==> config.mk <==
export PLATFORM = sky130hd
export DESIGN_NAME = fetch_unit_flat
export DESIGN_NICKNAME = d
export VERILOG_FILES = /design/src/rtl/fetch_unit_if.sv /design/src/rtl/fetch_unit.sv /design/src/flat_wrapper.sv
export SDC_FILE = /design/constraint.sdc
export NUM_CORES = 1
export LEC_CHECK = 0
export CAP_MARGIN = 10
export CORE_MARGIN = 4
export CORE_UTILIZATION = 38
export DETAILED_ROUTE_END_ITERATION = 10
export PLACE_DENSITY = 0.86
export REMOVE_ABC_BUFFERS = 1
export SETUP_SLACK_MARGIN = 0.2
export SLEW_MARGIN = 20
export SYNTH_ARGS = -nofsm -noshare
export SYNTH_HDL_FRONTEND = slang
export SYNTH_SLANG_ARGS = --single-unit
==> constraint.sdc <==
create_clock -name clock -period 2.1 [get_ports clock]
set_clock_uncertainty 0.2 [all_clocks]
set_input_delay 0.21 -clock clock [delete_from_list [all_inputs] [get_ports clock]]
set_output_delay 0.21 -clock clock [all_outputs]
set_load 0.05 [all_outputs]
==> src/rtl/fetch_unit_if.sv <==
// Bus bundle between the fetch front end and its environment: the control
// decoder handshake, the ALU-supplied targets/addresses and the memory port.
interface fetch_unit_if;
    logic        pc_write;
    logic [1:0]  pc_src;
    logic        branch_taken;
    logic [31:0] branch_target;
    logic [31:0] reg_target;
    logic [31:0] data_addr;
    logic [31:0] mem_rdata;
    logic        mem_ready;
    logic        mem_rd;
    logic [31:0] mem_addr;
    logic [31:0] ins;
    logic        ins_valid;
    logic [31:0] mdr;
    logic [31:0] pc;
    logic        fetch_timeout;

    // The fetch unit side.
    modport master (
        input  pc_write, pc_src, branch_taken, branch_target, reg_target,
               data_addr, mem_rdata, mem_ready,
        output mem_rd, mem_addr, ins, ins_valid, mdr, pc, fetch_timeout
    );

    // Control decoder, ALU and memory side.
    modport slave (
        output pc_write, pc_src, branch_taken, branch_target, reg_target,
               data_addr, mem_rdata, mem_ready,
        input  mem_rd, mem_addr, ins, ins_valid, mdr, pc, fetch_timeout
    );
endinterface

==> src/rtl/fetch_unit.sv <==
// Instruction-fetch front end: PC, IR and MDR plus the fetch / data-access
// sequencer with variable memory latency and a sticky wait timeout.
//
//  state   | meaning
//  --------+------------------------------------------------------------
//  S_FETCH | first cycle of an instruction fetch at pc
//  S_WAIT  | fetch issued, memory not ready yet; counting wait cycles
//  S_EXEC  | IR valid, control decoder drives pc_write/pc_src this cycle
//  S_DATA  | lw/sw data round at data_addr; counting wait cycles
module fetch_unit #(
    parameter logic [31:0] RESET_PC = 32'h0000_0000,
    parameter int          PC_STEP  = 4,
    parameter int          MAX_WAIT = 15
) (
    input  logic  clock,
    input  logic  reset_n,
    fetch_unit_if.master bus
);

    typedef enum logic [1:0] {S_FETCH, S_WAIT, S_EXEC, S_DATA} state_t;

    localparam logic [7:0]  MAX_WAIT_C = 8'(MAX_WAIT);
    localparam logic [31:0] PC_STEP_C  = 32'(PC_STEP);

    state_t      state_q, state_d;
    logic [31:0] pc_q, pc_d;
    logic [31:0] ir_q, ir_d;
    logic [31:0] mdr_q, mdr_d;
    logic [7:0]  wait_cnt_q, wait_cnt_d;
    logic        timeout_q, timeout_d;
    logic [31:0] pc_plus;
    logic [31:0] next_pc;
    logic [7:0]  wait_inc;

    assign pc_plus  = pc_q + PC_STEP_C;
    assign wait_inc = (wait_cnt_q == 8'hFF) ? wait_cnt_q : wait_cnt_q + 8'd1;

    // PC selection for the instruction completing in EXEC.
    always_comb begin
        next_pc = pc_plus;
        unique case (bus.pc_src)
            2'b00: next_pc = pc_plus;
            2'b01: next_pc = {pc_plus[31:28], ir_q[25:0], 2'b00};
            2'b10: next_pc = bus.branch_taken ? bus.branch_target : pc_plus;
            2'b11: next_pc = bus.reg_target;
        endcase
    end

    // Sequencer next-state: fetch with wait counting, exec handshake, data round.
    always_comb begin
        state_d    = state_q;
        pc_d       = pc_q;
        ir_d       = ir_q;
        mdr_d      = mdr_q;
        wait_cnt_d = wait_cnt_q;
        timeout_d  = timeout_q;
        unique case (state_q)
            S_FETCH: begin
                if (bus.mem_ready) begin
                    ir_d    = bus.mem_rdata;
                    state_d = S_EXEC;
                end else begin
                    wait_cnt_d = 8'd1;
                    state_d    = S_WAIT;
                end
            end
            S_WAIT, S_DATA: begin
                if (bus.mem_ready) begin
                    if (state_q == S_WAIT) ir_d  = bus.mem_rdata;
                    else                   mdr_d = bus.mem_rdata;
                    wait_cnt_d = 8'd0;
                    state_d    = S_EXEC;
                end else begin
                    wait_cnt_d = wait_inc;
                    // Keep waiting after a timeout; the flag only reports it.
                    if (wait_cnt_q == MAX_WAIT_C) timeout_d = 1'b1;
                end
            end
            S_EXEC: begin
                if (bus.pc_write) begin
                    pc_d    = next_pc;
                    state_d = S_FETCH;
                end else begin
                    state_d = S_DATA;
                end
            end
        endcase
    end

    // State registers; reset abandons any access in flight.
    always_ff @(posedge clock) begin
        if (!reset_n) begin
            state_q    <= S_FETCH;
            pc_q       <= RESET_PC;
            ir_q       <= 32'h0;
            mdr_q      <= 32'h0;
            wait_cnt_q <= 8'd0;
            timeout_q  <= 1'b0;
        end else begin
            state_q    <= state_d;
            pc_q       <= pc_d;
            ir_q       <= ir_d;
            mdr_q      <= mdr_d;
            wait_cnt_q <= wait_cnt_d;
            timeout_q  <= timeout_d;
        end
    end

    assign bus.mem_rd        = (state_q != S_EXEC);
    assign bus.mem_addr      = (state_q == S_DATA) ? bus.data_addr : pc_q;
    assign bus.ins_valid     = (state_q == S_EXEC);
    assign bus.ins           = ir_q;
    assign bus.mdr           = mdr_q;
    assign bus.pc            = pc_q;
    assign bus.fetch_timeout = timeout_q;

endmodule

==> src/flat_wrapper.sv <==
// flat-port wrapper written by rule: the top's interface ports become plain ports
module fetch_unit_flat 
#(
    parameter logic [31:0] RESET_PC = 32'h0000_0000,
    parameter int          PC_STEP  = 4,
    parameter int          MAX_WAIT = 15
)
  (clock, reset_n, bus_pc_write, bus_pc_src, bus_branch_taken, bus_branch_target, bus_reg_target, bus_data_addr, bus_mem_rdata, bus_mem_ready, bus_mem_rd, bus_mem_addr, bus_ins, bus_ins_valid, bus_mdr, bus_pc, bus_fetch_timeout);
  fetch_unit_if bus_i ();
  input  logic clock;
  input  logic reset_n;
  input wire logic [$bits(bus_i.pc_write)-1:0] bus_pc_write;
  input wire logic [$bits(bus_i.pc_src)-1:0] bus_pc_src;
  input wire logic [$bits(bus_i.branch_taken)-1:0] bus_branch_taken;
  input wire logic [$bits(bus_i.branch_target)-1:0] bus_branch_target;
  input wire logic [$bits(bus_i.reg_target)-1:0] bus_reg_target;
  input wire logic [$bits(bus_i.data_addr)-1:0] bus_data_addr;
  input wire logic [$bits(bus_i.mem_rdata)-1:0] bus_mem_rdata;
  input wire logic [$bits(bus_i.mem_ready)-1:0] bus_mem_ready;
  output wire logic [$bits(bus_i.mem_rd)-1:0] bus_mem_rd;
  output wire logic [$bits(bus_i.mem_addr)-1:0] bus_mem_addr;
  output wire logic [$bits(bus_i.ins)-1:0] bus_ins;
  output wire logic [$bits(bus_i.ins_valid)-1:0] bus_ins_valid;
  output wire logic [$bits(bus_i.mdr)-1:0] bus_mdr;
  output wire logic [$bits(bus_i.pc)-1:0] bus_pc;
  output wire logic [$bits(bus_i.fetch_timeout)-1:0] bus_fetch_timeout;
  assign bus_i.pc_write = bus_pc_write;
  assign bus_i.pc_src = bus_pc_src;
  assign bus_i.branch_taken = bus_branch_taken;
  assign bus_i.branch_target = bus_branch_target;
  assign bus_i.reg_target = bus_reg_target;
  assign bus_i.data_addr = bus_data_addr;
  assign bus_i.mem_rdata = bus_mem_rdata;
  assign bus_i.mem_ready = bus_mem_ready;
  assign bus_mem_rd = bus_i.mem_rd;
  assign bus_mem_addr = bus_i.mem_addr;
  assign bus_ins = bus_i.ins;
  assign bus_ins_valid = bus_i.ins_valid;
  assign bus_mdr = bus_i.mdr;
  assign bus_pc = bus_i.pc;
  assign bus_fetch_timeout = bus_i.fetch_timeout;
  fetch_unit #(.RESET_PC(RESET_PC), .PC_STEP(PC_STEP), .MAX_WAIT(MAX_WAIT)) u_core (.clock(clock), .reset_n(reset_n), .bus(bus_i));
endmodule
# Word-level counts from Yosys, hierarchy flattened
# Cells that the tools add are included.
dict set report totals {
  regBits 107
  input_bits 135
  out_inout_bits 131
}
dict set report classes {
  add_sub_neg 2
  eq_ne 14
  n_mux 15
  bitwise_logic 2
  reduce_logical 9
}
# cell count
set op_table {}
lappend op_table {{32-bit two-way mux} 5}
lappend op_table {{32-bit one-hot mux with 4 select lines} 1}
lappend op_table {{32-bit one-hot mux with 2 select lines} 1}
lappend op_table {{32-bit by 3-bit adder with 32-bit output, second input constant} 1}
lappend op_table {{8-bit two-way mux} 3}
lappend op_table {{8-bit one-hot mux with 2 select lines} 1}
lappend op_table {{3-bit AND reduction} 3}
lappend op_table {{8-bit by 1-bit adder with 8-bit output, second input constant} 1}
lappend op_table {{2-bit == test, second input constant} 4}
lappend op_table {{8-bit by 4-bit == test with 1-bit output, second input constant} 1}
lappend op_table {{8-bit == test, second input constant} 1}
lappend op_table {{2-bit inequality test, second input constant} 4}
lappend op_table {{2-bit two-way mux} 3}
lappend op_table {{2-bit one-hot mux with 3 select lines} 1}
lappend op_table {{2-bit by 1-bit == test with 1-bit output, second input constant} 2}
lappend op_table {{2-bit logical NOT} 2}
lappend op_table {{4-bit AND reduction} 1}
lappend op_table {{3-bit inequality test, second input constant} 1}
lappend op_table {{2-bit by 1-bit inequality test with 1-bit output, second input constant} 1}
lappend op_table {{1-bit NOT} 2}
lappend op_table {{2-bit AND reduction} 1}
lappend op_table {{2-bit nonzero test} 1}
lappend op_table {{2-bit OR reduction} 1}

# Longest topological paths before layout
# Gate-level depths: netlist of run 1.
dict set report depth {
  word_depth 4
  mapped_depth 8
  depth_no_buf 6
}

# Least setup slack after synthesis of run 1
# No wires, ideal clock.
dict set report synth_path {
  path_kind {register to register}
  from {reg u_core.pc_q[2] (netlist: u_core.bus.pc[2])}
  to {reg u_core.pc_q[28] (netlist: u_core.bus.pc[28])}
  setup_ps 67
  arrival_time_ps 2163
  t_required_ps 1833
  path_slack_ps -330
  path_stages_with_launch 7
  period_less_slack_ps 2430
  cell_sequence {dfxtp_1 > ha_1 > and3_2 > nand4_1 > or4_1 > a32o_1 > a21oi_2}
}
dict set report synth_via {
  elab_chain_len 3
}
# element line
set synth_rtl {}
lappend synth_rtl {{from (decl)} fetch_unit.sv:26} ;# logic [31:0] pc_q, pc_d;
lappend synth_rtl {{from (signal assigned)} fetch_unit.sv:101} ;# pc_q <= pc_d;
lappend synth_rtl {{32-bit by 3-bit adder with 32-bit output (*)} fetch_unit.sv:35} ;# assign pc_plus = pc_q + PC_STEP_C;
lappend synth_rtl {{32-bit two-way mux} fetch_unit.sv:44} ;# 2'b10: next_pc = bus.branch_taken ? bus.branch_target : pc_plus;
lappend synth_rtl {{32-bit one-hot mux with 4 select lines (*)} fetch_unit.sv:41} ;# unique case (bus.pc_src)
# Mark *: on every way between the ends. The rest lies on a longest branch, timed or not.
# A chain may end at the register's enable or synchronous reset.

# Worst setup path after layout of run 1
dict set report layout_path {
  from {reg u_core.state_q[0]}
  to {out bus_mem_addr[28]}
}
dict set report layout_via {
  elab_chain_len 2
}
# element line
set layout_rtl {}
lappend layout_rtl {{from (decl)} fetch_unit.sv:25} ;# state_t state_q, state_d;
lappend layout_rtl {{from (signal assigned)} fetch_unit.sv:100} ;# state_q <= state_d;
lappend layout_rtl {{2-bit == test} fetch_unit.sv:110} ;# assign bus.mem_addr = (state_q == S_DATA) ? bus.data_addr : pc_q;
lappend layout_rtl {{32-bit two-way mux} fetch_unit.sv:110}
lappend layout_rtl {{to (decl)} flat_wrapper.sv:21} ;# output wire logic [$bits(bus_i.mem_addr)-1:0] bus_mem_addr;
# Every way passes these cells.

==> impl_metrics.tcl, run 1 <==
set metrics [dict create \
    yosysMostFrequentCell "nand2_1" \
    worstPathMaxFanout 6 \
    core-area_um2 14590 \
    yosysTopAreaCell "dfxtp_1" \
    critical_path.endpoint "bus_mem_addr[28]" \
    cp_num_buf_inv 3 \
    clk_path_buf_depth 2 \
    nets 1184 \
    clk-insertion-delay-late_ns 0.36 \
    io_pins 266 \
    htree_levels 3 \
    wirelength_mm 26.07 \
    synth_cells 717 \
    worst_path_dominant_cell_family "buffers and inverters" \
    finalHoldViolCount 0 \
    r2r_slack_ns 0.08 \
    pre_cts_ws_ns -0.2305 \
    hp-start "bus_mem_rdata[29]" \
    viasPerCell 5.738 \
    power_density_nw_per_um2 551.8 \
    leakage_nw 4.432 \
    syn_area_um2 5669 \
    worstSetupStartpoint "u_core.state_q[0]$_SDFFE_PN0N_" \
    worst_pin_slew_ns 0.6564 \
    relSlewSlack_pct 56.18 \
    design.die.area_um2 16940 \
    worstSetupPathType "flop to output port" \
    final.min_clock_period_ns 2.029 \
    r2r_end "u_core.bus.pc[28]$_SDFFE_PN0P_" \
    outcome "finished, final reports clean" \
    synthDistinctLibCells 55 \
    diodes 0 \
    dpl.hpwl_mm 18.32 \
    slowest_stage "dfxtp_4" \
    worst_setup_path_start_kind "flop" \
    synth_top_area_share_pct 37.78 \
    r2r-start "u_core.bus.pc[2]$_SDFFE_PN0P_" \
    grt-ovfl-total 0 \
    post_drt_wl_per_cell_um 21.11 \
    antenna_found_initial 0 \
    yosysWarnings 0 \
    ant_nets 0 \
    grt_pass1_vias 7025 \
    drt_first_pass_iters 8 \
    yosys-top-cells-area "dfxtp_1, nand2_1, a21oi_1" \
    fin_crit_sh_pct 96.60 \
    fin_ws_ns 0.07140 \
    die_w_um 130.1 \
    synth_edf_count 0 \
    fmax_mhz 493.0 \
    core.rowCount 44 \
    grt_start_max_net_pins 33 \
    clk_pin_slew_ns 0.08 \
    tritoncts "yes" \
    rsz0062_at_grt "yes" \
    slowest_delay_ns 0.38 \
    arrival_ns 1.62 \
    path_cells "nand2_8 -> buf_6 -> buf_16 -> mux2_2 -> buf_12" \
    final_util_pct 69.86 \
    drc_errors 0 \
    synth_seq_cells 107 \
    setup_violations 0 \
    port_buffers 265 \
    cp.required_ns 1.69 \
    cts_sinks 107 \
    cts_buffers 9 \
    reg2reg_depth 6 \
    drv_cap 0 \
    holdBufCountCts 0 \
    vias 7086 \
    syn_to_final_growth_pct 79.78 \
    crit_cells 5 \
    yosysSeqAreaShare_pct 37.78 \
    gp_congestion 0.9306 \
    start_util_pct 38.86 \
    synth_ff_type "dfxtp_1" \
    grt_pass1_wl_mm 38.09 \
    grt_use_total_pct 28.92 \
    total_power_mw 5.624 \
    syn_avg_cell_area_um2 7.907 \
    worst_setup_path_end_kind "output port" \
    synthArstFlopShare_pct 0 \
    cts_root_buf "clkbuf_16" \
    drive_above_1_share_pct 25.02 \
    ir_drop_mv 0.4907 \
    min_path_type "input port to flop" \
    die-height_um 130.1 \
    drv_slew 0 \
    netlist_top_cells_count "nand2_1, dfxtp_1, a21oi_1" \
    drt_iter0_markers 641 \
]
-- placed cells by master, fill, tap and decap left out, types with 21 or more instances in the layout --
cell             count
clkdlybuf4s50_1    131
a21oi_1            101
mux2_4              26
buf_12              39
dfxtp_1            100
o21ai_0             25
nor2_1              22
dlygate4sd2_1       88
nand2_1            155
a22o_1              21
buf_4               98
-- power breakdown --
| group | leakage (nW) | internal, mW | switching [mW] |
|---|---|---|---|
| combinational | 3.42 | 0.771 | 0.922 |
| sequential | 0.874 | 2.10 | 0.0650 |
| clock | 0.143 | 0.935 | 0.827 |
| total | 4.43 | 3.81 | 1.81 |
-- logic make-up after synthesis --
group | Yosys count | synth area share [%]
flops | 107 | 37.78
compound gates | 220 | 24.63
mux | 48 | 9.402
buf+inv | 66 | 4.657
xor+xnor | 8 | 1.236
fa+ha+maj | 2 | 0.4413
simple gates | 266 | 21.85
-- sequential cells by signal, indices dropped and copies added, names as in the netlist --
name,count
u_core.bus.fetch_timeout,1
u_core.bus.ins,32
u_core.bus.mdr,32
u_core.bus.pc,32
u_core.state_q,2
u_core.wait_cnt_q,8
-- final cells by class --
| class | count | area (um2) |
|---|---|---|
| Clock buffer | 9 | 225.2 |
| Clock inverter | 6 | 72.57 |
| Fill cell | 1065 | 4397 |
| Inverter | 9 | 33.78 |
| Multi-Input combinational cell | 544 | 3591 |
| Sequential cell | 107 | 2158 |
| Tap cell | 184 | 230.2 |
| Timing Repair Buffer | 376 | 3881 |
-- what timing repair did --
| action | CTS | global route |
|---|---|---|
| resized for setup | 136 | 60 |
| setup endpoints to repair | 143 | 65 |
| cloned | 4 | 0 |
| setup buffers | 12 | 14 |
| pin swaps | 6 | 25 |
-- metrics by stage --
step	hold WS (ns)	area, um2	cells	TNS [ns]
CTS	0.2148	9839	1221	0
global route	0.2369	10190	1235	0
global placement	0.2406	9270	1190	-0.7693
floorplan	0.09884	5439	660	-2.556
detailed placement	0.2457	9270	1190	-1.868
finish	0.2264	10190	1235	0
-- worst reg2reg max path: stages (launching register included) --
cell     delay [ns]
dfxtp_4        0.37
ha_4           0.13
and3_4         0.20
nand4_1        0.17
or4_1          0.54
a32o_2         0.26
a21oi_2        0.10
-- worst min-delay path by stage --
stage / to / slack, ns / depth (start not counted)
floorplan: u_core.state_q[0]$_SDFFE_PN0N_ / 0.1 / 1
global placement: u_core.bus.ins[30]$_SDFFE_PN0P_ / 0.24 / 2
detailed placement: u_core.bus.mdr[7]$_SDFFE_PN0P_ / 0.25 / 2
CTS: u_core.bus.ins[29]$_SDFFE_PN0P_ / 0.21 / 3
global route: u_core.bus.ins[8]$_SDFFE_PN0P_ / 0.24 / 3
finish: u_core.bus.ins[29]$_SDFFE_PN0P_ / 0.23 / 3
-- per-layer routing --
layer	routed length [um]	global-route usage (%)
met4	1191	14.85
met1	9547	33.02
met5	0	0
met2	12670	49.12
met3	2656	8.309
Note: power is estimated with default switching activity, not from simulation.
==> run 2, diff against run 1 <==
SLEW_MARGIN = not set   (was 20)
==> results of run 2 <==
Same layout as run 1: the final DEF is identical, and so are final timing and power.
